$ cat src/rtl/serial_bit_feeder.sv
// serial_bit_feeder: parallel-to-serial stage feeding a serial detector one bit per clk.
// Accepts WIDTH-bit words over valid/ready and emits each word as WIDTH contiguous bits.
// A one-word pending buffer lets back-to-back words stream with no idle bit between them.
// Ports:
//   clk        - system clock, rising edge active
//   rst        - asynchronous active-low reset
//   load_valid - upstream word offered
//   load_data  - word to serialize, sampled on handshake only
//   load_ready - feeder can take a word this cycle (pending buffer empty)
//   dout       - serial data bit (0 when not valid)
//   dout_valid - dout carries a real data bit
//   last       - dout is the final bit of the current word
//   busy       - shifter active or pending word held
module serial_bit_feeder #(
  parameter int unsigned WIDTH     = 8,
  parameter int unsigned MSB_FIRST = 1
) (
  input  logic             clk,
  input  logic             rst,
  input  logic             load_valid,
  input  logic [WIDTH-1:0] load_data,
  output logic             load_ready,
  output logic             dout,
  output logic             dout_valid,
  output logic             last,
  output logic             busy
);

  localparam int unsigned CW = (WIDTH > 1) ? $clog2(WIDTH) : 1;
  localparam logic [CW-1:0] CNT_LAST = CW'(WIDTH - 1);

  typedef enum logic {
    IDLE  = 1'b0,
    SHIFT = 1'b1
  } state_e;

  state_e           state_q, state_d;
  logic [WIDTH-1:0] shreg_q, shreg_d;
  logic [CW-1:0]    cnt_q, cnt_d;
  logic [WIDTH-1:0] pend_q, pend_d;
  logic             pend_full_q, pend_full_d;
  logic             dout_q, dout_d;
  logic             dout_valid_q, dout_valid_d;
  logic             last_q, last_d;
  logic             busy_q, busy_d;
  logic             load_ready_q;
  logic             accept;
  logic             first_bit;
  logic [WIDTH-1:0] shreg_adv;

  // Bit presented on dout always sits at the leading end of the shift register.
  always_comb begin
    if (MSB_FIRST != 0) begin
      shreg_adv = {shreg_q[WIDTH-2:0], 1'b0};
      first_bit = shreg_d[WIDTH-1];
    end else begin
      shreg_adv = {1'b0, shreg_q[WIDTH-1:1]};
      first_bit = shreg_d[0];
    end
  end

  // Next-state and registered-output decode.
  always_comb begin
    state_d     = state_q;
    shreg_d     = shreg_q;
    cnt_d       = cnt_q;
    pend_d      = pend_q;
    pend_full_d = pend_full_q;
    accept      = load_valid && load_ready_q;

    case (state_q)
      IDLE: begin
        if (accept) begin
          shreg_d = load_data;
          cnt_d   = '0;
          state_d = SHIFT;
        end
      end
      SHIFT: begin
        if (cnt_q == CNT_LAST) begin
          // Word boundary: pending word has priority; accept cannot coincide with it.
          cnt_d = '0;
          if (pend_full_q) begin
            shreg_d     = pend_q;
            pend_full_d = 1'b0;
          end else if (accept) begin
            shreg_d = load_data;
          end else begin
            shreg_d = '0;
            state_d = IDLE;
          end
        end else begin
          cnt_d   = cnt_q + CW'(1);
          shreg_d = shreg_adv;
          if (accept) begin
            pend_d      = load_data;
            pend_full_d = 1'b1;
          end
        end
      end
      default: begin
        state_d = IDLE;
      end
    endcase

    dout_valid_d = (state_d == SHIFT);
    dout_d       = dout_valid_d && first_bit;
    last_d       = dout_valid_d && (cnt_d == CNT_LAST);
    busy_d       = dout_valid_d || pend_full_d;
  end

  // State and output registers.
  always_ff @(posedge clk or negedge rst) begin
    if (!rst) begin
      state_q      <= IDLE;
      shreg_q      <= '0;
      cnt_q        <= '0;
      pend_q       <= '0;
      pend_full_q  <= 1'b0;
      dout_q       <= 1'b0;
      dout_valid_q <= 1'b0;
      last_q       <= 1'b0;
      busy_q       <= 1'b0;
      load_ready_q <= 1'b1;
    end else begin
      state_q      <= state_d;
      shreg_q      <= shreg_d;
      cnt_q        <= cnt_d;
      pend_q       <= pend_d;
      pend_full_q  <= pend_full_d;
      dout_q       <= dout_d;
      dout_valid_q <= dout_valid_d;
      last_q       <= last_d;
      busy_q       <= busy_d;
      load_ready_q <= !pend_full_d;
    end
  end

  assign load_ready = load_ready_q;
  assign dout       = dout_q;
  assign dout_valid = dout_valid_q;
  assign last       = last_q;
  assign busy       = busy_q;

endmodule

$ cat config.mk
export PLATFORM = sky130hd
export DESIGN_NAME = serial_bit_feeder
export DESIGN_NICKNAME = d
export VERILOG_FILES = /design/src/rtl/serial_bit_feeder.sv
export SDC_FILE = /design/constraint.sdc
export NUM_CORES = 1
export LEC_CHECK = 0
export CAP_MARGIN = 10
export CORE_ASPECT_RATIO = 1.5
export CORE_MARGIN = 2
export CORE_UTILIZATION = 46
export CTS_CLUSTER_DIAMETER = 120
export CTS_CLUSTER_SIZE = 25
export DETAILED_ROUTE_END_ITERATION = 16
export GPL_ROUTABILITY_DRIVEN = 0
export PLACE_DENSITY = 0.78
export SLEW_MARGIN = 20
export SYNTH_ARGS = -nofsm -noshare
export SYNTH_HDL_FRONTEND = slang
export SYNTH_SLANG_ARGS = --single-unit
$ cat constraint.sdc
create_clock -name clk -period 3 [get_ports clk]
set_input_delay 0.3 -clock clk [delete_from_list [all_inputs] [get_ports clk]]
set_output_delay 0.3 -clock clk [all_outputs]
set_load 0.03 [all_outputs]
==> results of run 1 <==
[Yosys cell counts]
library cell,count
buf_4,2
o22ai_1,1
or3_2,1
a21oi_1,6
o21ai_0,9
a32oi_1,1
and4_1,1
buf_2,2
nor2_4,1
dfrtp_1,24
buf_6,1
nand2_1,18
o31a_2,1
nand2_2,1
and2_4,1
dfstp_2,1
or3_1,1
ha_1,3
a21o_1,2
inv_1,8
a22oi_1,7
mux2_2,9
nor2_1,1
and2_1,1
nand3_1,5
and2b_1,1
nand2b_1,2
nor2b_1,1
[how the worst max path moves through the flow]
stage	start	end	slack, ns	cells past startpoint
final	dout_valid$_DFF_PN0_	dout_valid	0.72	1
after global routing	dout_valid$_DFF_PN0_	dout_valid	0.64	1
after CTS	dout_valid$_DFF_PN0_	dout_valid	0.74	1
after detailed placement	dout_valid$_DFF_PN0_	dout_valid	1.12	1
after global placement	dout_valid$_DFF_PN0_	dout_valid	1.13	1
after floorplan	load_ready$_DFF_PN1_	last$_DFF_PN0_	1.50	5
[final cells by class]
cell class / instances / area, sq um
well taps: 24 / 30.0
inverters: 8 / 30.0
repair buffers: 16 / 158
flip-flops and latches: 25 / 627
clock inverters: 1 / 5.00
fillers: 200 / 1090
clock buffers: 3 / 22.5
multi-input cells: 74 / 484
[flip-flops by register name, indices dropped and copies added (netlist names)]
register	flops
pend_q	8
dout	1
load_ready	1
pend_full_q	1
dout_valid	1
busy	1
last	1
cnt_q	3
shreg_q	8
[per-layer routing]
metal	up-vias	part of all wire	track usage
met3	3	0.030	0.0164
met5	-	0	0
met2	23	0.54	0.282
met4	0	0.019	0.0662
li1	413	-	-
met1	420	0.41	0.215
[cell families (layout without fill, tap and decap cells)]
kind of cell / count (synthesis) / after routing / share of synthesized area
and+or+nand+nor: 35 / 35 / 0.151
buffers and inverters: 13 / 28 / 0.0563
adders and majority gates: 3 / 3 / 0.0319
DFF: 25 / 25 / 0.532
muxes: 9 / 9 / 0.0861
AOI/OAI and AO/OA: 27 / 27 / 0.142
[power by group through the flow]
stage	Clock, mW	Combinational, mW	Sequential (mW)
floorplan	0	0.442	0.622
global placement	0	0.551	0.627
detailed placement	0	0.576	0.638
CTS	0.156	0.580	0.629
global route	0.167	0.645	0.653
finish	0.152	0.576	0.629
[through the flow]
step	instance area (sq um)	power [mW]
floorplan	1180	1.06
global placement	1330	1.18
detailed placement	1330	1.21
CTS	1360	1.37
global route	1360	1.47
finish	1360	1.36
==> impl_metrics.py, run 1 <==
metrics = {
    "power": {
        "clkPwrFrac": 0.112,
        "combPwrFrac": 0.424,
        "pwr-share-seq": 0.463,
        "ir_drop_mv": 0.581,
        "swShare": 0.385,
        "p_leak_nw": 0.612,
        "p_switching_mw": 0.522,
        "cell_internal_pwr_mw": 0.834,
        "powerDensity_nw_per_um2": 1000,
    },
    "sta": {
        "skew_ns": 0.00307,
        "tns_ns": 0,
        "relSlewSlack": 0.506,
        "maxSlewViolCount": 0,
        "tightest_slew_ns": 0.740,
        "setup_viol": 0,
        "rsz0062_at_grt": "false",
        "post-route-period-util": 0.760,
        "min_period_ns": 2.28,
        "hold_violations": 0,
        "fmax_mhz": 438,
        "setup_ws_ns": 0.719,
        "fin_hold_ws_ns": 0.321,
    },
    "worst_setup_path": {
        "crit_required_ns": 2.70,
        "crit_path_start_kind": "register",
        "cpLargestDelayFamily": "flip-flops",
        "reg2reg_to": "shreg_q[1]$_DFFE_PN0P_",
        "slowest_stage": "dfrtp_1",
        "path_class": "register to primary output",
        "worstPathArrival_ns": 1.98,
        "crit_chain": "clkdlybuf4s50_1",
        "max_stage_delay_ns": 0.84,
        "r2r_cells": 6,
        "ff2ff_setup_slack_ns": 1.13,
        "rr_startpoint": "cnt_q[1]$_DFF_PN0_",
        "cp_max_fo": 24,
        "end_kind": "primary output",
        "crit_buf_inv": 1,
    },
    "route": {
        "drc_errors": 0,
        "routedWlPerCell_um": 14.3,
        "drtIter0Drc": 36,
        "ant_nets": 0,
        "routed_wl_mm": 2.16,
        "drt_first_pass_iters": 4,
        "vias": 859,
        "routed_via_density": 5.69,
    },
    "yosys": {
        "syn-num-nets": 126,
        "ys_ff_latch": 25,
        "synth_top_area_frac": 0.510,
        "syn-instance-count": 112,
        "syn-cell-area_sq_um": 1180,
        "synth_area_leaders": "dfrtp_1, mux2_2, nand2_1, a22oi_1, o21ai_0",
        "synth_largest_area_cell": "dfrtp_1",
        "syn_avg_cell_area_sq_um": 10.5,
        "synth_warnings": 0,
        "ys_types": 28,
        "yosysSeqAreaShare": 0.532,
    },
    "final_layout": {
        "final_common_cell": "dfrtp_1",
        "nNetsFinal": 142,
        "drive_gt1_frac": 0.157,
        "diodes": 0,
        "layout.cells.most_common_list": "dfrtp_1, nand2_1, clkdlybuf4s50_1, o21ai_0, mux2_2",
        "finish.utilization": 0.554,
        "area_growth_pct": 15.2,
        "instances_no_fill": 151,
    },
    "floorplan": {
        "io_pins": 16,
        "die-area_sq_um": 2990,
        "die_y_um": 66.0,
        "die_x_um": 45.3,
        "core.rowCount": 22,
        "start_util": 0.481,
        "coreArea_sq_um": 2450,
    },
    "cts": {
        "cts_buffers": 3,
        "ctsHoldBuffers": 0,
        "htreeDepth": 1,
        "clk_pin_slew_worst_paths_ns": 0.13,
        "numClockSinks": 25,
        "cts_tree": "yes",
        "cts_buffer_depth": 2,
        "clock_latency_ns": 0.33,
        "postCtsSetupRepairBufs": 0,
        "clockRootBuffer": "clkbuf_4",
        "cts_resized": 0,
    },
    "place": {
        "port_buffers": 15,
        "pre_cts_ws_ns": 1.12,
        "place_inst": 147,
        "hpwl_mm": 1.56,
    },
    "worst_hold_path": {
        "hp-class": "input port to async pin",
    },
    "outcome": {
        "status": "finished, final reports clean",
    },
    "global_route": {
        "grt_max_degree": 26,
        "antenna_found_initial": 0,
        "grt_pass1_wl_mm": 3.71,
        "grt_overflow": 0,
        "grt_pass1_vias": 874,
        "grtUsageTotal": 0.168,
    },
    "job": {
        "maxCapViolCount": 0,
    },
}
Power figures use the tool's default switching activity.
==> run 2: changes to the inputs <==
--- a/config.mk
+++ b/config.mk
@@ -13,7 +13,7 @@
 export CTS_CLUSTER_SIZE = 25
 export DETAILED_ROUTE_END_ITERATION = 16
 export GPL_ROUTABILITY_DRIVEN = 0
-export PLACE_DENSITY = 0.78
+export PLACE_DENSITY = 0.8
 export SLEW_MARGIN = 20
 export SYNTH_ARGS = -nofsm -noshare
 export SYNTH_HDL_FRONTEND = slang
==> constraint.sdc (replaced) <==
create_clock -name clk -period 1.9 [get_ports clk]
set_input_delay 0.19 -clock clk [delete_from_list [all_inputs] [get_ports clk]]
set_output_delay 0.19 -clock clk [all_outputs]
set_load 0.03 [all_outputs]
==> impl_metrics.py, run 2 (synthesized netlist as in run 1, its figures left out) <==
metrics = {
    "global_route": {
        "grt_pass1_vias": 885,
        "grt_max_degree": 26,
        "antenna_found_initial": 0,
        "grt_pass1_wl_mm": 3.89,
        "grt_overflow": 0,
        "grtUsageTotal": 0.178,
    },
    "final_layout": {
        "multiInputGateArea_sq_um": 484,
        "reg_top3": "pend_q x8, shreg_q x8, cnt_q x3",
        "final_common_cell": "dfrtp_1",
        "drive_gt1_frac": 0.177,
        "fillers": 209,
        "area_growth_pct": 17.1,
        "nNetsFinal": 145,
        "seqCellArea_sq_um": 627,
        "layout.cells.most_common_list": "dfrtp_1, nand2_1, clkdlybuf4s50_1, o21ai_0, mux2_2",
        "diodes": 0,
    },
    "cts": {
        "cts_tree": "yes",
        "ctsHoldBuffers": 0,
        "htreeDepth": 1,
        "cts_resized": 0,
        "clock_latency_ns": 0.32,
        "cts_buffer_depth": 2,
        "clockRootBuffer": "clkbuf_4",
        "postCtsSetupRepairBufs": 0,
        "clk_pin_slew_worst_paths_ns": 0.14,
        "cts_buffers": 3,
        "numClockSinks": 25,
    },
    "worst_setup_path": {
        "cp_num_cells": 1,
        "worstPathArrival_ns": 1.54,
        "end_kind": "primary output",
        "crit_required_ns": 1.71,
        "crit_chain": "clkdlybuf4s50_1",
        "crit_path_start_kind": "register",
        "r2r_cells": 5,
        "path_class": "register to primary output",
        "cp_max_fo": 8,
        "slowest_stage": "clkdlybuf4s50_1",
        "max_stage_delay_ns": 0.72,
        "reg2reg_to": "pend_q[1]$_DFFE_PN0P_",
        "crit_buf_inv": 1,
        "rr_startpoint": "cnt_q[0]$_DFF_PN0_",
        "cpLargestDelayFamily": "buffers and inverters",
        "ff2ff_setup_slack_ns": 0.28,
    },
    "sta": {
        "skew_ns": 0.0114,
        "post-route-period-util": 0.913,
        "fin_hold_ws_ns": 0.214,
        "setup_viol": 0,
        "tightest_slew_ns": 0.431,
        "tns_ns": 0,
        "rsz0062_at_grt": "false",
        "maxSlewViolCount": 0,
        "relSlewSlack": 0.713,
        "fmax_mhz": 577,
        "hold_violations": 0,
        "min_period_ns": 1.73,
    },
    "power": {
        "clkPwrFrac": 0.108,
        "powerDensity_nw_per_um2": 1600,
        "p_switching_mw": 0.858,
        "pwr-share-seq": 0.435,
        "p_leak_nw": 0.626,
        "cell_internal_pwr_mw": 1.35,
        "combPwrFrac": 0.457,
        "ir_drop_mv": 0.797,
        "swShare": 0.389,
    },
    "route": {
        "routedWlPerCell_um": 14.9,
        "routed_via_density": 5.76,
        "ant_nets": 0,
        "drt_first_pass_iters": 4,
        "drtIter0Drc": 21,
        "vias": 887,
        "routed_wl_mm": 2.29,
        "drc_errors": 0,
    },
    "place": {
        "hpwl_mm": 1.74,
        "port_buffers": 15,
    },
    "outcome": {
        "status": "finished, final reports clean",
    },
    "worst_hold_path": {
        "hp-class": "input port to async pin",
    },
    "job": {
        "maxCapViolCount": 0,
    },
    "floorplan": {
        "die_x_um": 45.3,
        "start_util": 0.481,
        "die-area_sq_um": 2990,
        "core.rowCount": 22,
        "die_y_um": 66.0,
        "coreArea_sq_um": 2450,
        "io_pins": 16,
    },
}
run 2: area by class of cell:
type	count	area share
Clock buffer	3	0.0163
Clock inverter	1	0.00363
Inverter	8	0.0218
Multi-Input combinational cell	74	0.351
Sequential cell	25	0.455
Tap cell	24	0.0218
Timing Repair Buffer	19	0.131
run 2: power by group through the flow:
stage               combinational (mW)  sequential, mW  clock (mW)
global placement                 0.959           0.954           0
floorplan                        0.698           0.981           0
CTS                               1.02           0.956       0.243
detailed placement                1.01           0.969           0
global route                      1.12           0.987       0.259
finish                            1.01           0.959       0.238
run 2: routing by layer:
layer | track usage | vias to the layer above | part of all wire
met5 | 0 | - | 0
met4 | 0.0772 | 0 | 0.012
met3 | 0.0164 | 4 | 0.031
met2 | 0.327 | 18 | 0.56
met1 | 0.199 | 442 | 0.39
li1 | - | 423 | -
run 2: worst max-delay path by stage:
stage | from | end | slack, ns
final | dout_valid$_DFF_PN0_ | dout_valid | 0.17
after global routing | dout_valid$_DFF_PN0_ | dout_valid | 0.10
after CTS | dout_valid$_DFF_PN0_ | dout_valid | 0.14
after detailed placement | cnt_q[0]$_DFF_PN0_ | pend_q[1]$_DFFE_PN0P_ | 0.29
after global placement | cnt_q[0]$_DFF_PN0_ | pend_q[5]$_DFFE_PN0P_ | 0.33
after floorplan | load_ready$_DFF_PN1_ | last$_DFF_PN0_ | 0.40
run 2: stage by stage:
stage | cell area [sq um] | power (mW) | std cells | util | setup slack [ns]
3_5_place_dp | 1350 | 1.98 | 150 | 0.552 | 0.295
6_report | 1380 | 2.20 | 154 | 0.563 | 0.166
2_1_floorplan | 1180 | 1.68 | 112 | - | 0.405
5_1_grt | 1380 | 2.37 | 154 | 0.563 | 0.101
4_1_cts | 1380 | 2.22 | 154 | 0.563 | 0.145
3_3_place_gp | 1350 | 1.91 | 150 | 0.552 | 0.332
